File: config.mk
export PLATFORM = sky130hd
export DESIGN_NAME = scpad_bank_arb_flat
export DESIGN_NICKNAME = d
export VERILOG_FILES = /design/src/rtl/scpad_pkg.sv /design/src/rtl/scpad_bank_arb_if.sv /design/src/rtl/scpad_rd_lat_pipe.sv /design/src/rtl/scpad_bank_arb.sv /design/src/flat_wrapper.sv
export SDC_FILE = /design/constraint.sdc
export NUM_CORES = 1
export LEC_CHECK = 0
export BUFFER_PORTS_ARGS = -buffer_cell sky130_fd_sc_hd__buf_2
export CAP_MARGIN = 25
export CELL_PAD_IN_SITES_DETAIL_PLACEMENT = 1
export CELL_PAD_IN_SITES_GLOBAL_PLACEMENT = 2
export CORE_AREA = 2 2 270 272
export CTS_BUF_LIST = sky130_fd_sc_hd__clkbuf_8
export CTS_CLUSTER_DIAMETER = 100
export DETAILED_ROUTE_END_ITERATION = 6
export DIE_AREA = 0 0 272 274
export PLACE_DENSITY_LB_ADDON = 0.2
export SKIP_CTS_REPAIR_TIMING = 1
export SYNTH_ARGS = -nofsm -noshare
export SYNTH_HDL_FRONTEND = slang
export SYNTH_SLANG_ARGS = --single-unit
File: constraint.sdc
create_clock -name clk -period 2.89 [get_ports clk]
set_input_delay 0.7225 -clock clk [delete_from_list [all_inputs] [get_ports clk]]
set_output_delay 0.7225 -clock clk [all_outputs]
set_load 0.005 [all_outputs]
File: src/rtl/scpad_pkg.sv
// ============================================================================
// scpad_pkg : shared types and defaults for the scratchpad bank arbiter
// Rev 1.0
// ============================================================================
`default_nettype none

package scpad_pkg;

  localparam int SCPAD_ARB_STARVE_MAX = 4;
  localparam int SCPAD_SRAM_LAT       = 2;
  localparam int SCPAD_TAG_W          = 6;

  typedef enum logic [0:0] {
    ACTIVE = 1'b0,
    DRAIN  = 1'b1
  } arb_state_t;

  typedef struct packed {
    logic                   valid;
    logic [SCPAD_TAG_W-1:0] tag;
  } rd_lat_entry_t;

endpackage

`default_nettype wire

File: src/rtl/scpad_bank_arb_if.sv
// ============================================================================
// scpad_bank_arb_if : request, SRAM, response and drain signals of one bank
// Rev 1.0
// ============================================================================
`default_nettype none

interface scpad_bank_arb_if #(
  parameter int ADDR_W = 10,
  parameter int DATA_W = 128,
  parameter int TAG_W  = 6
);

  logic              rd_valid;
  logic              rd_ready;
  logic [ADDR_W-1:0] rd_addr;
  logic [TAG_W-1:0]  rd_tag;
  logic              wr_valid;
  logic              wr_ready;
  logic [ADDR_W-1:0] wr_addr;
  logic [DATA_W-1:0] wr_data;
  logic              wr_urgent;
  logic              sram_en;
  logic              sram_we;
  logic [ADDR_W-1:0] sram_addr;
  logic [DATA_W-1:0] sram_wdata;
  logic [DATA_W-1:0] sram_rdata;
  logic              rsp_valid;
  logic [TAG_W-1:0]  rsp_tag;
  logic [DATA_W-1:0] rsp_data;
  logic              drain_req;
  logic              drain_done;
  logic [31:0]       perf_rd_grants;
  logic [31:0]       perf_wr_grants;
  logic [31:0]       perf_forced;
  logic [31:0]       perf_drain_cyc;

  // master side is the request queues plus the SRAM macro
  modport master (
    output rd_valid, rd_addr, rd_tag, wr_valid, wr_addr, wr_data, wr_urgent,
           sram_rdata, drain_req,
    input  rd_ready, wr_ready, sram_en, sram_we, sram_addr, sram_wdata,
           rsp_valid, rsp_tag, rsp_data, drain_done,
           perf_rd_grants, perf_wr_grants, perf_forced, perf_drain_cyc
  );

  modport slave (
    input  rd_valid, rd_addr, rd_tag, wr_valid, wr_addr, wr_data, wr_urgent,
           sram_rdata, drain_req,
    output rd_ready, wr_ready, sram_en, sram_we, sram_addr, sram_wdata,
           rsp_valid, rsp_tag, rsp_data, drain_done,
           perf_rd_grants, perf_wr_grants, perf_forced, perf_drain_cyc
  );

endinterface

`default_nettype wire

File: src/rtl/scpad_rd_lat_pipe.sv
// ============================================================================
// scpad_rd_lat_pipe : valid+tag shift register spanning the SRAM read latency
// Rev 1.0
// ============================================================================
`default_nettype none

module scpad_rd_lat_pipe
  import scpad_pkg::*;
#(
  parameter int DEPTH = SCPAD_SRAM_LAT
) (
  input  logic          clk,
  input  logic          rst,
  input  rd_lat_entry_t in_entry,
  output rd_lat_entry_t out_entry,
  output logic          any_valid
);

  rd_lat_entry_t stage [DEPTH];

  always_ff @(posedge clk) begin
    if (rst) begin
      for (int i = 0; i < DEPTH; i++) stage[i] <= '0;
    end else begin
      stage[0] <= in_entry;
      for (int i = 1; i < DEPTH; i++) stage[i] <= stage[i-1];
    end
  end

  always_comb begin
    any_valid = 1'b0;
    for (int i = 0; i < DEPTH; i++) any_valid = any_valid | stage[i].valid;
  end

  assign out_entry = stage[DEPTH-1];

endmodule

`default_nettype wire

File: src/rtl/scpad_bank_arb.sv
// ============================================================================
// scpad_bank_arb : read/write scheduler, read tracking and drain for one bank
// Optional counters: define SCPAD_ARB_PERF_EN.   Rev 1.0
// ============================================================================
`default_nettype none

module scpad_bank_arb
  import scpad_pkg::*;
#(
  parameter int ADDR_W     = 10,
  parameter int DATA_W     = 128,
  parameter int TAG_W      = SCPAD_TAG_W,
  parameter int SRAM_LAT   = SCPAD_SRAM_LAT,
  parameter int STARVE_MAX = SCPAD_ARB_STARVE_MAX
) (
  input  logic           clk,
  input  logic           rst,
  scpad_bank_arb_if.slave bus
);

  localparam int CNT_W = $clog2(STARVE_MAX + 1);

  arb_state_t       state;
  logic [CNT_W-1:0] starve_cnt;
  logic             starved;
  logic             grant_rd;
  logic             grant_wr;
  logic             grant_forced;
  rd_lat_entry_t    pipe_in;
  rd_lat_entry_t    pipe_out;
  logic             pipe_any;

  assign starved = (starve_cnt == CNT_W'(STARVE_MAX));

  // Grants are gated by rst so the bank is silent during the reset cycle.
  always_comb begin
    grant_rd     = 1'b0;
    grant_wr     = 1'b0;
    grant_forced = 1'b0;
    if (!rst && state == ACTIVE) begin
      if (bus.wr_valid && (bus.wr_urgent || starved)) begin
        grant_wr     = 1'b1;
        grant_forced = 1'b1;
      end else if (bus.rd_valid) begin
        grant_rd = 1'b1;
      end else if (bus.wr_valid) begin
        grant_wr = 1'b1;
      end
    end
  end

  assign bus.rd_ready   = grant_rd;
  assign bus.wr_ready   = grant_wr;
  assign bus.sram_en    = grant_rd | grant_wr;
  assign bus.sram_we    = grant_wr;
  assign bus.sram_addr  = grant_wr ? bus.wr_addr :
                          grant_rd ? bus.rd_addr : {ADDR_W{1'b0}};
  assign bus.sram_wdata = grant_wr ? bus.wr_data : {DATA_W{1'b0}};

  always_comb begin
    pipe_in       = '0;
    pipe_in.valid = grant_rd;
    if (grant_rd) pipe_in.tag = SCPAD_TAG_W'(bus.rd_tag);
  end

  scpad_rd_lat_pipe #(
    .DEPTH (SRAM_LAT)
  ) u_rd_lat_pipe (
    .clk       (clk),
    .rst       (rst),
    .in_entry  (pipe_in),
    .out_entry (pipe_out),
    .any_valid (pipe_any)
  );

  assign bus.rsp_valid = pipe_out.valid;
  assign bus.rsp_tag   = pipe_out.valid ? TAG_W'(pipe_out.tag) : {TAG_W{1'b0}};
  assign bus.rsp_data  = pipe_out.valid ? bus.sram_rdata : {DATA_W{1'b0}};

  // drain_done follows the state register and pipe occupancy; a falling
  // drain_req withdraws it immediately, ahead of the return to ACTIVE.
  assign bus.drain_done = (state == DRAIN) && bus.drain_req && !pipe_any;

  always_ff @(posedge clk) begin
    if (rst) begin
      state      <= ACTIVE;
      starve_cnt <= '0;
    end else begin
      case (state)
        ACTIVE:  if (bus.drain_req)  state <= DRAIN;
        DRAIN:   if (!bus.drain_req) state <= ACTIVE;
        default: state <= ACTIVE;
      endcase
      if (!bus.wr_valid || grant_wr) begin
        starve_cnt <= '0;
      end else if (!starved) begin
        starve_cnt <= starve_cnt + CNT_W'(1);
      end
    end
  end

`ifdef SCPAD_ARB_PERF_EN
  logic [31:0] cnt_rd;
  logic [31:0] cnt_wr;
  logic [31:0] cnt_forced;
  logic [31:0] cnt_drain;

  always_ff @(posedge clk) begin
    if (rst) begin
      cnt_rd     <= '0;
      cnt_wr     <= '0;
      cnt_forced <= '0;
      cnt_drain  <= '0;
    end else begin
      if (grant_rd)       cnt_rd     <= cnt_rd + 32'd1;
      if (grant_wr)       cnt_wr     <= cnt_wr + 32'd1;
      if (grant_forced)   cnt_forced <= cnt_forced + 32'd1;
      if (state == DRAIN) cnt_drain  <= cnt_drain + 32'd1;
    end
  end

  assign bus.perf_rd_grants = cnt_rd;
  assign bus.perf_wr_grants = cnt_wr;
  assign bus.perf_forced    = cnt_forced;
  assign bus.perf_drain_cyc = cnt_drain;
`else
  logic unused_forced;
  assign unused_forced      = grant_forced;
  assign bus.perf_rd_grants = 32'd0;
  assign bus.perf_wr_grants = 32'd0;
  assign bus.perf_forced    = 32'd0;
  assign bus.perf_drain_cyc = 32'd0;
`endif

endmodule

`default_nettype wire

File: src/flat_wrapper.sv
// flat-port wrapper written by rule: the top's interface ports become plain ports
module scpad_bank_arb_flat import scpad_pkg::*;
#(
  parameter int ADDR_W     = 10,
  parameter int DATA_W     = 128,
  parameter int TAG_W      = SCPAD_TAG_W,
  parameter int SRAM_LAT   = SCPAD_SRAM_LAT,
  parameter int STARVE_MAX = SCPAD_ARB_STARVE_MAX
)
  (clk, rst, bus_rd_valid, bus_rd_addr, bus_rd_tag, bus_wr_valid, bus_wr_addr, bus_wr_data, bus_wr_urgent, bus_sram_rdata, bus_drain_req, bus_rd_ready, bus_wr_ready, bus_sram_en, bus_sram_we, bus_sram_addr, bus_sram_wdata, bus_rsp_valid, bus_rsp_tag, bus_rsp_data, bus_drain_done, bus_perf_rd_grants, bus_perf_wr_grants, bus_perf_forced, bus_perf_drain_cyc);
  scpad_bank_arb_if #(.ADDR_W(ADDR_W), .DATA_W(DATA_W), .TAG_W(TAG_W)) bus_i ();
  input  logic clk;
  input  logic rst;
  input wire logic [$bits(bus_i.rd_valid)-1:0] bus_rd_valid;
  input wire logic [$bits(bus_i.rd_addr)-1:0] bus_rd_addr;
  input wire logic [$bits(bus_i.rd_tag)-1:0] bus_rd_tag;
  input wire logic [$bits(bus_i.wr_valid)-1:0] bus_wr_valid;
  input wire logic [$bits(bus_i.wr_addr)-1:0] bus_wr_addr;
  input wire logic [$bits(bus_i.wr_data)-1:0] bus_wr_data;
  input wire logic [$bits(bus_i.wr_urgent)-1:0] bus_wr_urgent;
  input wire logic [$bits(bus_i.sram_rdata)-1:0] bus_sram_rdata;
  input wire logic [$bits(bus_i.drain_req)-1:0] bus_drain_req;
  output wire logic [$bits(bus_i.rd_ready)-1:0] bus_rd_ready;
  output wire logic [$bits(bus_i.wr_ready)-1:0] bus_wr_ready;
  output wire logic [$bits(bus_i.sram_en)-1:0] bus_sram_en;
  output wire logic [$bits(bus_i.sram_we)-1:0] bus_sram_we;
  output wire logic [$bits(bus_i.sram_addr)-1:0] bus_sram_addr;
  output wire logic [$bits(bus_i.sram_wdata)-1:0] bus_sram_wdata;
  output wire logic [$bits(bus_i.rsp_valid)-1:0] bus_rsp_valid;
  output wire logic [$bits(bus_i.rsp_tag)-1:0] bus_rsp_tag;
  output wire logic [$bits(bus_i.rsp_data)-1:0] bus_rsp_data;
  output wire logic [$bits(bus_i.drain_done)-1:0] bus_drain_done;
  output wire logic [$bits(bus_i.perf_rd_grants)-1:0] bus_perf_rd_grants;
  output wire logic [$bits(bus_i.perf_wr_grants)-1:0] bus_perf_wr_grants;
  output wire logic [$bits(bus_i.perf_forced)-1:0] bus_perf_forced;
  output wire logic [$bits(bus_i.perf_drain_cyc)-1:0] bus_perf_drain_cyc;
  assign bus_i.rd_valid = bus_rd_valid;
  assign bus_i.rd_addr = bus_rd_addr;
  assign bus_i.rd_tag = bus_rd_tag;
  assign bus_i.wr_valid = bus_wr_valid;
  assign bus_i.wr_addr = bus_wr_addr;
  assign bus_i.wr_data = bus_wr_data;
  assign bus_i.wr_urgent = bus_wr_urgent;
  assign bus_i.sram_rdata = bus_sram_rdata;
  assign bus_i.drain_req = bus_drain_req;
  assign bus_rd_ready = bus_i.rd_ready;
  assign bus_wr_ready = bus_i.wr_ready;
  assign bus_sram_en = bus_i.sram_en;
  assign bus_sram_we = bus_i.sram_we;
  assign bus_sram_addr = bus_i.sram_addr;
  assign bus_sram_wdata = bus_i.sram_wdata;
  assign bus_rsp_valid = bus_i.rsp_valid;
  assign bus_rsp_tag = bus_i.rsp_tag;
  assign bus_rsp_data = bus_i.rsp_data;
  assign bus_drain_done = bus_i.drain_done;
  assign bus_perf_rd_grants = bus_i.perf_rd_grants;
  assign bus_perf_wr_grants = bus_i.perf_wr_grants;
  assign bus_perf_forced = bus_i.perf_forced;
  assign bus_perf_drain_cyc = bus_i.perf_drain_cyc;
  scpad_bank_arb #(.ADDR_W(ADDR_W), .DATA_W(DATA_W), .TAG_W(TAG_W), .SRAM_LAT(SRAM_LAT), .STARVE_MAX(STARVE_MAX)) u_core (.clk(clk), .rst(rst), .bus(bus_i));
endmodule
; ---- Word-level counts from Yosys, hierarchy flattened
; Memories as Yosys holds them, arrays and structs flattened.
; Cells that the tools add are included.
[classes]
reduce_logical = 10
eq_ne = 1
add_sub_neg = 1
n_bitwise = 5
muxes = 19
[op_table]
columns = operator, n
row1 = $mux 128, 2
row2 = $mux 10, 2
row3 = $mux 7, 2
row4 = $mux 6, 2
row5 = $mux 1, 11
row6 = $logic_and 1x1->1, 4
row7 = $or 1x1->1, 4
row8 = $add 3x1->3 const B, 1
row9 = $eq 3x3->1 const B, 1
row10 = $logic_not 1->1, 3
row11 = $logic_or 1x1->1, 2
row12 = $reduce_or 2->1, 1
row13 = $not 1->1, 1
[word_totals]
regBits = 4
output_inout_bits = 406
input_bits = 288
word_cells = 39
mem_bits_rw = 14
n_memories = 1
[mem_list]
columns = memory, words, word_bits, read_ports, rd_clocked_by_memory_dff, wr, line
row1 = u_core.u_rd_lat_pipe.stage, 2, 7, 2, 0, 2, scpad_rd_lat_pipe.sv:19  ; rd_lat_entry_t stage [DEPTH];

; ---- Depth between registers and ports, before layout
[depth]
ltp_word = 7
depth_mapped = 7
depth_no_buf = 5

; ---- Hierarchy
; From an unflattened synthesis, not the netlist that was laid out.
[hier_totals]
hier_cells = 527
hier_area_um2 = 3654.8
[by_module_without_submodules]
columns = mod, cells_per_inst, area_each_um2, n_inst, seq_area_each_um2
row1 = scpad_bank_arb, 490, 3188.1, 1, 80.1
row2 = scpad_rd_lat_pipe, 37, 466.7, 1, 280.3

; ---- Worst setup path before layout
; No wires, ideal clock.
[synth_path]
kind = input port to output port
startpoint = input rst
endpoint = output bus_sram_addr[6]
arrival_time_ps = 1595
path_stages = 4
setup_slack_ps = 572
path_cell_list = or3b_4 a21oi_4 buf_6 a22o_2
[synth_between]
elab_chain_cells = 5
[synth_rtl]
columns = element, line
row1 = from (decl), flat_wrapper.sv:13  ; input logic rst;
row2 = $logic_not 1->1, scpad_bank_arb.sv:40  ; if (!rst && state == ACTIVE) begin
row3 = $logic_and 1x1->1, scpad_bank_arb.sv:40
row4 = $mux 1, scpad_bank_arb.sv:40
row5 = via bus_rd_ready, flat_wrapper.sv:23  ; output wire logic [$bits(bus_i.rd_ready)-1:0] bus_rd_ready;
row6 = $mux 10, scpad_bank_arb.sv:57  ; grant_rd ? bus.rd_addr : {ADDR_W{1'b0}};
row7 = $mux 10, scpad_bank_arb.sv:56  ; assign bus.sram_addr = grant_wr ? bus.wr_addr :
row8 = to (decl), flat_wrapper.sv:27  ; output wire logic [$bits(bus_i.sram_addr)-1:0] bus_sram_addr;
; The timed path passes the listed nets, and every way through them passes these cells.

; ---- Worst setup path after layout
[layout_path]
startpoint = register u_core.starve_cnt[0]
endpoint = output bus_sram_addr[8]
[layout_between]
elab_chain_cells = 7
[layout_rtl]
columns = element, line
row1 = from (decl), scpad_bank_arb.sv:24  ; logic [CNT_W-1:0] starve_cnt;
row2 = from (signal assigned), scpad_bank_arb.sv:97  ; starve_cnt <= starve_cnt + CNT_W'(1);
row3 = $eq 3x3->1 (*), scpad_bank_arb.sv:33  ; assign starved = (starve_cnt == CNT_W'(STARVE_MAX));
row4 = $logic_or 1x1->1 (*), scpad_bank_arb.sv:41  ; if (bus.wr_valid && (bus.wr_urgent || starved)) begin
row5 = $logic_and 1x1->1 (*), scpad_bank_arb.sv:41
row6 = $mux 1, scpad_bank_arb.sv:41
row7 = $mux 1, scpad_bank_arb.sv:40
row8 = $mux 10, scpad_bank_arb.sv:57
row9 = $mux 10 (*), scpad_bank_arb.sv:56
; Mark *: on every way between the ends. The rest lies on a longest branch, timed or not.

==> qor.yml <==
status: "complete, no violations"
firstDrtPassIters: 4
ys_seq_elements: 18
routabilityCongestion: 0.731
hold_viol_final: 0
placementRows: 99
core_sq_mm: 0.0720
cp_cell_sequence: "inv_1 -> ha_1 -> a21oi_1 -> a211oi_4 -> buf_4 -> clkbuf_16 -> a22o_2 -> buf_2"
grt_pass1_wl_um: 30900
dieHeight_um: 274
placed_cell_area_sq_mm: 0.00703
hold-worst-slack_ns: 0.436
first_global_vias: 5028
fin_area_sq_mm: 0.00712
cts.clk_slew.worst_paths_ns: 0.07
hpwl_um: 21400
drc: 0
syn_area_sq_mm: 0.00349
critPathKind: "flop to output port"
clock_path_buffers: 2
totalWireLength_um: 23700
rsz0062_at_grt: "false"
wl_per_cell_um: 11.9
slowest_stage: "dfxtp_1"
drt_iter0_markers: 66
synth_cells: 487
start_util_pct: 4.85
crit_fanout: 19
nNetsFinal: 1328
period_share_pct: 96.4
layout-drive-gt1-share_pct: 57.0
antenna_found_initial: 9
clkLatencyLatePin_ns: 0.26
cp-start-kind: "flop"
cp.arrival_ns: 2.06
yosys.area.top_type_share_pct: 48.0
htree_levels: 1
seq_area_frac_synth_pct: 10.3
fin_skew_ns: 0.00483
io_buffers: 565
gr-total-overflow: 0
final_max_slew_viol_count: 0
setup_viol: 0
period_needed_ns: 2.79
fillers: 8927
ir_worst_vdd_mv: 0.0932
die_x_um: 272
cp-end-kind: "output port"
synth-edff-count: 0
cp.required_ns: 2.17
synthTopCellsByArea: "and2_1, buf_4, dfxtp_1, a22o_1, clkbuf_1"
die_area_sq_mm: 0.0745
netlist-cell-type-count: 27
cts_tree: "yes"
async_reset_ff_share_pct: 0
synth.avg_cell_area_sq_um: 7.17
p_leak_nw: 4.25
crit_family: "compound AO/OA/AOI/OAI gates"
yosys.area.top_type: "and2_1"
cpPeakStageDelay_ns: 0.38
ys_warn_count: 0
insertedDiodeCount: 0
via_per_inst: 2.46
synth_ff_type: "dfxtp_1"
root_buffer: "clkbuf_8"
cts-buffers-inserted: 3
syn_to_final_growth_pct: 104
max_freq_mhz: 359
finalSetupTns_ns: 0
crit_buf_inv: 4
grt_max_degree: 69
final_antenna_net_count: 0
finalPower_w: 0.000996
io_pins: 694
p_per_area_mw_per_mm2: 140
hp-class: "flop to flop"
dr_total_vias: 4910
grtUsageTotal_pct: 5.52
maxCapViolations: 0
cts.sinks: 18
worst paths after layout:
check | from | to | slack [ns] | cells past startpoint
hold reg to reg | u_core.u_rd_lat_pipe.stage[0][0]$_SDFF_PP0_ | u_core.u_rd_lat_pipe.stage[0][7]$_SDFF_PP0_ | 0.44 | 1
setup / recovery | u_core.starve_cnt[0]$_SDFFE_PP0N_ | bus_sram_addr[8] | 0.10 | 8
setup reg to reg | u_core.starve_cnt[0]$_SDFFE_PP0N_ | u_core.u_rd_lat_pipe.stage[0][4]$_SDFF_PP0_ | 1.39 | 6
hold / removal | u_core.u_rd_lat_pipe.stage[0][0]$_SDFF_PP0_ | u_core.u_rd_lat_pipe.stage[0][7]$_SDFF_PP0_ | 0.44 | 1
cell type report:
type                            instances  area [sq um]  area share [%]
Sequential cell                        18           364            5.12
Multi-Input combinational cell        434          2480            34.8
Inverter                                2          7.51           0.105
Clock buffer                            4          55.1           0.773
Timing Repair Buffer                  579          3010            42.3
Tap cell                              959          1200            16.9
metrics by stage:
stage               instances  util (%)  setup WS, ns
global placement         1990      9.77        0.0962
detailed placement       1990      9.77         0.121
global route             1996      9.89        0.0126
finish                   1996      9.89         0.104
floorplan                 614         -         0.572
CTS                      1994      9.85        0.0349
state kept, by name, indices dropped and copies added (netlist names):
signal,count
u_core.u_rd_lat_pipe.stage,14
u_core.starve_cnt,3
u_core.state,1
metal layers:
layer / up-vias / global-route usage (%) / wire length [um]
li1: 2309 / - / -
met1: 2145 / 4.58 / 7010
met2: 426 / 11.9 / 13300
met3: 24 / 2.15 / 3010
met4: 6 / 1.19 / 363
met5: - / 0 / 33
cells in the mapped netlist, drive strengths merged (2+ instances only):
library cell and count:
and2 268, buf 133, clkbuf 27, dfxtp 18, a22o 10, and2b 5, a21oi 4, nor2b 3
nor3 3, ha 2, inv 2, o21ai 2
cells by family (layout without fill, tap and decap cells):
family                   Yosys count  in the layout  synth area share [%]
AO/OA/AOI/OAI                     18             18                  4.59
XOR/XNOR                           1              1                 0.251
adder cells (fa/ha/maj)            2              2                 0.716
buffers and inverters            162            585                  32.4
flip-flops                        18             18                  10.3
multiplexers                       1              1                 0.287
other                              1            128                 0.107
AND/OR/NAND/NOR                  284            284                  51.4
placed cells by master, fill, tap and decap left out, drive strengths merged:
cell,count
buf,578
and2,268
conb,128
dfxtp,18
a22o,10
and2b,5
clkbuf,5
a21oi,4
nor2b,3
nor3,3
inv,2
o21ai,2
ha,2
a21o,1
or3b,1
nand2b,1
a211oi,1
nor4bb,1
nand2,1
mux2i,1
xnor2,1
nand3b,1
power by group:
| group | switching, W | internal [W] | total [W] |
|---|---|---|---|
| sequential | 0.00000766 | 0.000254 | 0.000262 |
| clock | 0.0000914 | 0.000121 | 0.000213 |
| combinational | 0.000239 | 0.000283 | 0.000522 |
Power figures use the tool's default switching activity.
